==> src/rtl/soc_pkg.sv <==
// Shared SoC types for the subordinate OBI port plus manager-arbiter constants.
// Used by obi_mgr_arbiter and obi_arb_idx_fifo.
package soc_pkg;

  typedef struct packed {
    int unsigned IdWidth;
  } obi_cfg_t;

  localparam obi_cfg_t SbrObiCfg = '{IdWidth: 2};
  localparam int unsigned SbrIdW = SbrObiCfg.IdWidth;

  localparam int unsigned NumArbMgrs  = 2;
  localparam int unsigned ArbMaxTrans = 2;

  typedef enum logic [0:0] {
    ManagInstr = 1'b0,
    ManagData  = 1'b1
  } mgr_idx_e;

  typedef enum logic {
    ARB_IDLE,
    ARB_LOCKED
  } arb_state_e;

  typedef struct packed {
    logic [31:0]       addr;
    logic              we;
    logic [3:0]        be;
    logic [31:0]       wdata;
    logic [SbrIdW-1:0] aid;
  } sbr_obi_a_chan_t;

  typedef struct packed {
    sbr_obi_a_chan_t a;
    logic            req;
    logic            rready;
  } sbr_obi_req_t;

  typedef struct packed {
    logic [31:0]       rdata;
    logic [SbrIdW-1:0] rid;
    logic              err;
  } sbr_obi_r_chan_t;

  typedef struct packed {
    logic            gnt;
    logic            rvalid;
    sbr_obi_r_chan_t r;
  } sbr_obi_rsp_t;

  function automatic int unsigned idx_width(input int unsigned n);
    return (n > 1) ? $clog2(n) : 1;
  endfunction

endpackage

==> src/rtl/obi_arb_idx_fifo.sv <==
// In-order FIFO of manager indices for outstanding OBI transactions.
// Pushes while full and pops while empty are ignored.
module obi_arb_idx_fifo #(
  parameter int unsigned Depth = 2,
  parameter int unsigned Width = 1
) (
  input  logic             clk_i,
  input  logic             rst_ni,
  input  logic             push_i,
  input  logic             pop_i,
  input  logic [Width-1:0] data_i,
  output logic [Width-1:0] data_o,
  output logic             full_o,
  output logic             empty_o
);

  localparam int unsigned PtrW = (Depth > 1) ? $clog2(Depth) : 1;
  localparam int unsigned CntW = $clog2(Depth + 1);

  logic [Width-1:0] mem_q [Depth];
  logic [PtrW-1:0]  wr_ptr_q, rd_ptr_q;
  logic [CntW-1:0]  cnt_q;
  logic             push_ok, pop_ok;

  function automatic logic [PtrW-1:0] ptr_inc(input logic [PtrW-1:0] p);
    return (p == PtrW'(Depth - 1)) ? '0 : p + 1'b1;
  endfunction

  assign full_o  = (cnt_q == CntW'(Depth));
  assign empty_o = (cnt_q == '0);
  assign data_o  = mem_q[rd_ptr_q];
  assign push_ok = push_i & ~full_o;
  assign pop_ok  = pop_i & ~empty_o;

  always_ff @(posedge clk_i or negedge rst_ni) begin
    if (!rst_ni) begin
      wr_ptr_q <= '0;
      rd_ptr_q <= '0;
      cnt_q    <= '0;
      for (int i = 0; i < int'(Depth); i++) mem_q[i] <= '0;
    end else begin
      if (push_ok) begin
        mem_q[wr_ptr_q] <= data_i;
        wr_ptr_q        <= ptr_inc(wr_ptr_q);
      end
      if (pop_ok) rd_ptr_q <= ptr_inc(rd_ptr_q);
      case ({push_ok, pop_ok})
        2'b10:   cnt_q <= cnt_q + 1'b1;
        2'b01:   cnt_q <= cnt_q - 1'b1;
        default: cnt_q <= cnt_q;
      endcase
    end
  end

endmodule

==> src/rtl/obi_mgr_arbiter.sv <==
// Round-robin arbiter sharing one OBI subordinate port between NumMgr managers.
// Define OBI_MGR_ARBITER_ID_CHECK_EN to build the sticky response-id mismatch check.
//
// state      | meaning
// ARB_IDLE   | candidate picked combinationally from rr_q each cycle
// ARB_LOCKED | a request was not granted; selection held on sel_q until handshake
module obi_mgr_arbiter
  import soc_pkg::*;
#(
  parameter int unsigned NumMgr   = NumArbMgrs,
  parameter int unsigned MaxTrans = ArbMaxTrans
) (
  input  logic                      clk_i,
  input  logic                      rst_ni,
  input  sbr_obi_req_t [NumMgr-1:0] mgr_req_i,
  output sbr_obi_rsp_t [NumMgr-1:0] mgr_rsp_o,
  output sbr_obi_req_t              sbr_req_o,
  input  sbr_obi_rsp_t              sbr_rsp_i,
  output logic                      id_mismatch_o
);

  localparam int unsigned IdxW = idx_width(NumMgr);

  if (SbrIdW < IdxW || NumMgr < 2 || NumMgr > 4) begin : g_bad_cfg
    $error("obi_mgr_arbiter: NumMgr must be 2..4 and IdWidth >= clog2(NumMgr)");
  end

  arb_state_e      state_q;
  logic [IdxW-1:0] rr_q, sel_q, cand, sel, head, probe;
  logic            cand_valid, sel_req, fifo_full, fifo_empty, hs, pop;

  // First requesting manager at or after rr_q, wrapping; scan backwards so the nearest wins.
  always_comb begin
    cand       = '0;
    cand_valid = 1'b0;
    probe      = '0;
    for (int i = int'(NumMgr) - 1; i >= 0; i--) begin
      probe = IdxW'((int'(rr_q) + i) % int'(NumMgr));
      if (mgr_req_i[probe].req) begin
        cand       = probe;
        cand_valid = 1'b1;
      end
    end
  end

  assign sel     = (state_q == ARB_LOCKED) ? sel_q : cand;
  assign sel_req = (state_q == ARB_LOCKED) ? mgr_req_i[sel_q].req : cand_valid;

  always_comb begin
    sbr_req_o = '0;
    mgr_rsp_o = '0;
    if (sel_req) begin
      sbr_req_o.a     = mgr_req_i[sel].a;
      sbr_req_o.a.aid = SbrIdW'(sel);
      sbr_req_o.req   = ~fifo_full;
    end
    mgr_rsp_o[sel].gnt = sbr_rsp_i.gnt & sbr_req_o.req;
    sbr_req_o.rready   = fifo_empty ? 1'b1 : mgr_req_i[head].rready;
    if (!fifo_empty && sbr_rsp_i.rvalid) begin
      mgr_rsp_o[head].rvalid = 1'b1;
      mgr_rsp_o[head].r      = sbr_rsp_i.r;
    end
  end

  assign hs  = sbr_req_o.req & sbr_rsp_i.gnt;
  assign pop = sbr_rsp_i.rvalid & sbr_req_o.rready & ~fifo_empty;

  always_ff @(posedge clk_i or negedge rst_ni) begin
    if (!rst_ni) begin
      state_q <= ARB_IDLE;
      rr_q    <= '0;
      sel_q   <= '0;
    end else begin
      if (hs) rr_q <= (sel == IdxW'(NumMgr - 1)) ? '0 : sel + 1'b1;
      case (state_q)
        ARB_IDLE: begin
          if (cand_valid && !hs) begin
            state_q <= ARB_LOCKED;
            sel_q   <= cand;
          end
        end
        ARB_LOCKED: begin
          if (hs) state_q <= ARB_IDLE;
        end
        default: state_q <= ARB_IDLE;
      endcase
    end
  end

  obi_arb_idx_fifo #(
    .Depth (MaxTrans),
    .Width (IdxW)
  ) u_idx_fifo (
    .clk_i   (clk_i),
    .rst_ni  (rst_ni),
    .push_i  (hs),
    .pop_i   (pop),
    .data_i  (sel),
    .data_o  (head),
    .full_o  (fifo_full),
    .empty_o (fifo_empty)
  );

`ifdef OBI_MGR_ARBITER_ID_CHECK_EN
  logic id_mismatch_q;

  always_ff @(posedge clk_i or negedge rst_ni) begin
    if (!rst_ni) begin
      id_mismatch_q <= 1'b0;
    end else if (pop && (sbr_rsp_i.r.rid != SbrIdW'(head))) begin
      id_mismatch_q <= 1'b1;
    end
  end

  assign id_mismatch_o = id_mismatch_q;
`else
  assign id_mismatch_o = 1'b0;
`endif

endmodule

==> config.mk <==
export PLATFORM = sky130hd
export DESIGN_NAME = obi_mgr_arbiter
export DESIGN_NICKNAME = d
export VERILOG_FILES = /design/src/rtl/soc_pkg.sv /design/src/rtl/obi_arb_idx_fifo.sv /design/src/rtl/obi_mgr_arbiter.sv
export SDC_FILE = /design/constraint.sdc
export NUM_CORES = 1
export LEC_CHECK = 0
export CAP_MARGIN = 10
export CORE_AREA = 2 2 130 132
export CTS_BUF_LIST = sky130_fd_sc_hd__clkbuf_8 sky130_fd_sc_hd__clkbuf_16
export DETAILED_ROUTE_END_ITERATION = 8
export DIE_AREA = 0 0 132 134
export PLACE_DENSITY_LB_ADDON = 0.1
export SYNTH_ARGS = -nofsm -noshare
export SYNTH_HDL_FRONTEND = slang
export SYNTH_SLANG_ARGS = --single-unit
==> constraint.sdc <==
create_clock -name clk_i -period 3.4 [get_ports clk_i]
set_clock_uncertainty 0.15 [all_clocks]
set_input_delay 0.85 -clock clk_i [delete_from_list [all_inputs] [get_ports clk_i]]
set_output_delay 0.85 -clock clk_i [all_outputs]
set_load 0.02 [all_outputs]
Word-level counts from Yosys, hierarchy flattened
Cells that the tools add are included.
W data, S select, Z words.

storage, ports and cells
  flip-flop bits (word level) = 9
  output and inout bits = 148

operators by class
  add/subtract/negate cells = 6
  order comparisons = 10
  bitwise logic cells = 11
  equality and inequality tests = 3
  multiplexer cells = 40
  reductions and logical operators = 10

operator list
  cell                   count
  $bwmux W74             2
  $mux W73               2
  $demux W37 S1          3
  $and A74 B74 Y74       1
  $mux W74               1
  $mux W72               1
  $mux W37               1
  $mux W36               1
  $mux W35               1
  $mux W1                18
  $mux W2                6
  $lt A1 B2 Y1 const B   5
  $and A1 B1 Y1          5
  $logic_and A1 B1 Y1    5
  $add A1 B1 Y1 const B  4
  $eq A2 B2 Y1 const B   2
  $ge A2 B2 Y1 const B   2
  $not A1 Y2             2
  $pmux W2 S2            1
  $not A1 Y1             3
  $add A2 B1 Y2 const B  1
  $bwmux W2              1
  $eq A2 B1 Y1 const B   1
  $ge A1 B1 Y1 const B   2
  8 further kinds        9

Logic depth before layout (Yosys ltp)
Gate-level depths: netlist (run 1).

  depth in word-level cells = 14
  mapped depth = 7
  gate-level depth less buffers = 7

By module
From an unflattened synthesis (run 1), not the netlist that was laid out.

second synthesis, totals
  cell total of the unflattened synthesis = 364
  area total of the unflattened synthesis = 1975.6 um2

modules (own cells, without submodules)
  module            cells an instance  instances  area an instance (um2)
  obi_mgr_arbiter   341                1          1692.9
  obi_arb_idx_fifo  23                 1          282.8

Worst setup path after synthesis (run 1)
Ideal clock, no wire load.

  path kind = input port to output port
  start = input port mgr_req_i[1] (netlist name)
  end = output port sbr_req_o[64] (netlist name)
  stages on the path = 6
  slack = 512 ps
  arrival = 1888 ps
  path buffers = 2
  data required time = 2400 ps
  cell sequence = nor2b_1 o21a_1 buf_2 buf_2 nand2_1 a21oi_1

RTL lines
  item         RTL line               RTL
  from (decl)  obi_mgr_arbiter.sv:15  input sbr_obi_req_t [NumMgr-1:0] mgr_req_i,
  to (decl)    obi_mgr_arbiter.sv:17  output sbr_obi_req_t sbr_req_o,

==> flow_metrics.py, run 1 <==
metrics = {
    "global_routing": {
        "grt.overflow.total": 0,
        "grt_pass1_vias": 3654,
        "grt_antenna_before_repair": 0,
        "grt_max_degree": 37,
        "track_usage_pct": 14.0,
        "grt_pass1_wl_um": 20200,
    },
    "critical_path": {
        "worstPathRequired_ns": 2.40,
        "critPathCaptureType": "output port",
        "crit_type": "input pin to output port",
        "critPathArrivalTime_ns": 2.33,
        "start_kind": "input pin",
        "path_max_fanout": 21,
    },
    "route": {
        "drt_pass1_iterations": 4,
        "viasPerCell": 3.93,
        "drt_iter0_drc": 106,
        "drc": 0,
        "routedWlPerCell_um": 14.2,
        "vias": 3601,
        "ant_nets": 0,
        "drt-total-wl_um": 13000,
    },
    "logic_synthesis": {
        "synth.distinct_cells": 31,
        "synth-seq-area-share_pct": 11.2,
        "synth_commonest_cells": "nand2_1 (139), a21oi_1 (70), and2_1 (70)",
        "netlist_area_mm2": 0.00201,
        "yosysTopAreaCell": "nand2_1",
        "netlist_top_cells_area": "nand2_1 (26%), and2_1 (22%), a21oi_1 (17%)",
        "synth_ff_type": "dfrtp_1",
        "post-synth-top-area-fraction_pct": 26.0,
        "ys_warn_count": 0,
        "synth_edf_count": 0,
        "synth_cells": 358,
        "synthArstFlopShare_pct": 100,
        "synth.ff_latch_count": 9,
        "yosysMostFrequentCell": "nand2_1",
        "synth.avg_cell_area_um2": 5.61,
    },
    "timing": {
        "finalCritPeriodShare_pct": 98.0,
        "setup_violations": 0,
        "fin_crit_ns": 3.33,
        "fmax_mhz": 300,
        "slew_viol_final": 0,
        "hold_violations": 0,
    },
    "die": {
        "die_area_mm2": 0.0177,
        "die_width_um": 132,
        "ioPinCount": 333,
        "core_mm2": 0.0163,
        "start_util_pct": 12.3,
        "rows": 47,
        "dieHeight_um": 134,
    },
    "clock_tree": {
        "clockRootBuffer": "clkbuf_16",
        "cts_made_buffers": 3,
        "path_clk_slew_ns": 0.04,
        "clock_path_buffers": 2,
        "cts.sinks": 9,
        "cts_tree": "yes",
        "h-tree-depth": 1,
        "insertion_delay_ns": 0.23,
    },
    "placed_design": {
        "portBuffers": 326,
        "place_hpwl_um": 10300,
        "gp_congestion": 0.819,
    },
    "layout": {
        "final_util_pct": 34.1,
        "area_delta_synth_final_pct": 176,
        "layout-drive-gt1-share_pct": 19.1,
        "nets": 884,
        "antenna_cells": 0,
    },
    "power_and_ir_drop": {
        "leakage_nw": 2.65,
        "vdd_drop_max_uv": 312,
        "p_total_w": 0.00381,
        "cellPowerDensity_mw_per_mm2": 686,
    },
    "min_path": {
        "hold_class": "flip-flop to flip-flop",
    },
    "job": {
        "max_cap_violations": 0,
    },
    "outcome": {
        "status": "finished clean",
    },
}
==> where the power goes <==
part | internal, W | total (W) | switching (W)
clock network | 0.000153 | 0.000201 | 0.0000480
registers | 0.000160 | 0.000212 | 0.0000520
logic | 0.00151 | 0.00340 | 0.00189
total | 0.00182 | 0.00381 | 0.00199
==> placed cells by master, fill, tap and decap left out, types with 4 or more instances in the layout <==
master | netlist | routed
clkdlybuf4s50_1 | 0 | 179
nand2_1 | 139 | 139
and2_1 | 70 | 70
a21oi_1 | 70 | 69
clkbuf_2 | 0 | 55
dlygate4sd2_1 | 0 | 38
clkdlybuf4s15_1 | 0 | 25
buf_4 | 2 | 22
buf_2 | 17 | 21
buf_12 | 0 | 10
dfrtp_1 | 9 | 9
buf_6 | 7 | 8
nor2_1 | 5 | 5
o21ai_0 | 4 | 4
==> state kept, by name (all words and copies together) (netlist names) <==
signal / count
u_idx_fifo.cnt_q: 2
state_q: 1
u_idx_fifo.mem_q: 2
rr_q: 1
u_idx_fifo.rd_ptr_q: 1
sel_q: 1
u_idx_fifo.wr_ptr_q: 1
==> through the flow <==
step                      instances  area (um^2)  hold WS (ns)  worst slack, ns  setup TNS [ns]
final                           917         5550         0.336           0.0674               0
after global routing            917         5550         0.366         -0.00160        -0.00160
after CTS                       914         5820         0.341        0.0000675               0
after detailed placement        897         5640         0.332           -0.531          -49.67
after global placement          897         5640         0.334           -0.531          -48.85
after floorplan                 359         2010         0.313            0.512               0
==> cell families (layout without fill, tap and decap cells) <==
logic type / after synthesis / in the layout / share of synthesized area [%]
and+or+nand+nor: 224 / 224 / 52.0
AOI/OAI and AO/OA: 84 / 84 / 22.8
buffers and inverters: 32 / 370 / 10.0
DFF: 9 / 9 / 11.2
xor gates and xnor gates: 5 / 5 / 2.18
muxes: 2 / 2 / 0.996
adders and majority gates: 1 / 1 / 0.623
other: 1 / 2 / 0.187
==> worst max-delay path, cell delays in order <==
cell             delay (ns)
dlygate4sd2_1          0.25
buf_6                  0.12
or3b_4                 0.39
o21ai_4                0.11
buf_6                  0.14
buf_12                 0.15
a21oi_1                0.05
clkdlybuf4s15_2        0.26
==> final cells by class <==
class                   instances  area, um^2
multi-input cells             318        1620
flip-flops and latches          9         225
inverters                       2        7.51
repair buffers                364        3350
well taps                     220         275
clock buffers                   3        75.1
fillers                      1765       10700
clock inverters                 1        3.75
==> path summary, 6_finish.rpt <==
kind	from	endpoint	slack, ns	cells after the start
setup / recovery	mgr_req_i[1]	sbr_req_o[68]	0.07	8
hold / removal	u_idx_fifo.rd_ptr_q	u_idx_fifo.rd_ptr_q	0.34	1
setup reg to reg	sel_q	u_idx_fifo.cnt_q[1]	1.32	7
hold reg to reg	u_idx_fifo.rd_ptr_q	u_idx_fifo.rd_ptr_q	0.34	1
max in group asynchronous	rst_ni	sel_q	2.07	1
min in group asynchronous	rst_ni	u_idx_fifo.cnt_q[0]	0.76	1
==> metal layers <==
layer	vias up	track usage [%]	share of wire (%)
met5	-	0	0
met4	0	3.32	1.4
met3	11	2.27	6.9
met2	175	26.2	52
met1	1588	16.6	40
li1	1827	-	-
==> timing repair <==
action,in CTS,in global routing
hold buffers,0,0
pin swaps,4,1
endpoints found under the hold margin,0,0
endpoints found under the setup margin,144,96
buffers inserted,9,3
resized for setup,253,130
cloned,4,0
Note: power is estimated with default switching activity, not from simulation.
==> run 2: changes to the inputs <==
- GPL_TIMING_DRIVEN: not set -> 0
==> flow_metrics.py, run 2 (synthesized netlist as in run 1, its figures left out) <==
metrics = {
    "outcome": {
        "status": "finished clean",
    },
    "placed_design": {
        "gp_congestion": 0.807,
        "portBuffers": 326,
        "place_hpwl_um": 10800,
        "place_ws_ns": -0.844,
        "placed_cell_area_mm2": 0.00555,
        "dp.cells": 905,
    },
    "layout": {
        "nets": 884,
        "mostFrequentLayoutCells": "clkdlybuf4s50_1 (180), nand2_1 (139), clkdlybuf4s15_2 (74), and2_1 (70), a21oi_1 (70)",
        "finalInstanceArea_mm2": 0.00576,
        "layout_commonest_cell": "clkdlybuf4s50_1",
        "layout-drive-gt1-share_pct": 20.2,
        "area_delta_synth_final_pct": 187,
        "final_util_pct": 35.4,
        "reg_top3": "u_idx_fifo.cnt_q: 2 flops, u_idx_fifo.mem_q: 2 flops",
        "final_cells": 918,
    },
    "timing": {
        "rsz0062_at_grt": "false",
        "fmax_mhz": 301,
        "setup_violations": 0,
        "worst_slack_ns": 0.0798,
        "slew_viol_final": 0,
        "hold_violations": 0,
        "finalCritPeriodShare_pct": 97.7,
        "fin_crit_ns": 3.32,
    },
    "global_routing": {
        "grt_max_degree": 11,
        "grt.overflow.total": 0,
        "grt_pass1_wl_um": 19000,
        "grt_antenna_before_repair": 1,
        "track_usage_pct": 13.3,
        "grt_pass1_vias": 3542,
    },
    "power_and_ir_drop": {
        "p_total_w": 0.00372,
        "cellPowerDensity_mw_per_mm2": 645,
        "leakage_nw": 2.58,
        "vdd_drop_max_uv": 259,
    },
    "critical_path": {
        "critPathCaptureType": "output port",
        "critPathSlowestCell": "clkdlybuf4s50_1",
        "critPathArrivalTime_ns": 2.32,
        "crit_type": "input pin to output port",
        "cpPeakStageDelay_ns": 0.45,
        "path_cells": "clkdlybuf4s50_1, o21ai_1, and2b_4, clkbuf_4, and2_1, clkdlybuf4s15_2",
        "crit_buf_inv": 3,
        "worstPathRequired_ns": 2.40,
        "path_max_fanout": 10,
        "crit_family": "buffers and inverters",
        "start_kind": "input pin",
    },
    "clock_tree": {
        "clock_path_buffers": 2,
        "h-tree-depth": 1,
        "cts_made_buffers": 3,
        "insertion_delay_ns": 0.23,
        "cts_hold_buf": 0,
        "cts_tree": "yes",
        "path_clk_slew_ns": 0.04,
        "cts.sinks": 9,
        "clockRootBuffer": "clkbuf_16",
    },
    "route": {
        "ant_nets": 0,
        "drt_pass1_iterations": 4,
        "viasPerCell": 3.88,
        "drc": 0,
        "vias": 3558,
        "drt_iter0_drc": 77,
        "drt-total-wl_um": 12800,
        "routedWlPerCell_um": 13.9,
    },
    "die": {
        "core_mm2": 0.0163,
        "die_width_um": 132,
        "die_area_mm2": 0.0177,
        "dieHeight_um": 134,
        "ioPinCount": 333,
        "rows": 47,
        "start_util_pct": 12.3,
    },
    "job": {
        "max_cap_violations": 0,
    },
    "min_path": {
        "hold_class": "flip-flop to flip-flop",
    },
}
[run 2: changes by cell type in the layout (fill, tap and decap cells not counted), moves of 2 or more]
cell,change
buf_12,-9
buf_6,+2
buf_16,-3
buf_4,-5
clkbuf_2,-48
dlygate4sd2_1,+8
clkdlybuf4s15_1,-16
clkdlybuf4s15_2,+72
clkbuf_4,+4
buf_2,-6
[run 2: worst paths after layout]
kind / from / end / slack (ns) / depth (start not counted)
worst max-delay path: sbr_rsp_i[35] / mgr_rsp_o[24] / 0.08 / 6
worst min-delay path: u_idx_fifo.rd_ptr_q / u_idx_fifo.rd_ptr_q / 0.33 / 1
worst max register to register: state_q / u_idx_fifo.cnt_q[1] / 1.45 / 5
worst min register to register: u_idx_fifo.rd_ptr_q / u_idx_fifo.rd_ptr_q / 0.33 / 1
max in group asynchronous: rst_ni / state_q / 2.06 / 1
min in group asynchronous: rst_ni / u_idx_fifo.rd_ptr_q / 0.76 / 1
[run 2: area by class of cell]
class                   instances  area, um^2
diodes                          1        2.50
inverters                       2        7.51
flip-flops and latches          9         225
fillers                      1753       10500
plain buffers                  30         253
clock buffers                   3        75.1
well taps                     220         275
repair buffers                334        3290
multi-input cells             318        1630
clock inverters                 1        3.75
[run 2: where the power goes]
part	total, W	leakage [nW]	switching [W]	internal (W)
Clock	0.000198	0.0423	0.0000445	0.000153
Sequential	0.000215	0.104	0.0000552	0.000160
Combinational	0.00330	2.43	0.00184	0.00147
Total	0.00372	2.58	0.00194	0.00178
[run 2: repair_timing]
action,4_1_cts,5_1_grt
setup endpoints to repair,145,111
gates resized for setup,359,26
pin swaps,2,0
setup buffers,7,1
cloned,0,0
[run 2: per-layer routing]
layer	track usage, %	routed length (um)
met5	0	0
met4	2.90	132
met3	2.65	917
met2	25.7	6690
met1	14.9	5030
[run 2: stage by stage]
stage          hold slack [ns]  TNS (ns)
3_3_place_gp             0.328    -88.19
5_1_grt                  0.366         0
4_1_cts                  0.336         0
3_5_place_dp             0.330    -91.09
6_report                 0.332         0
2_1_floorplan            0.313         0
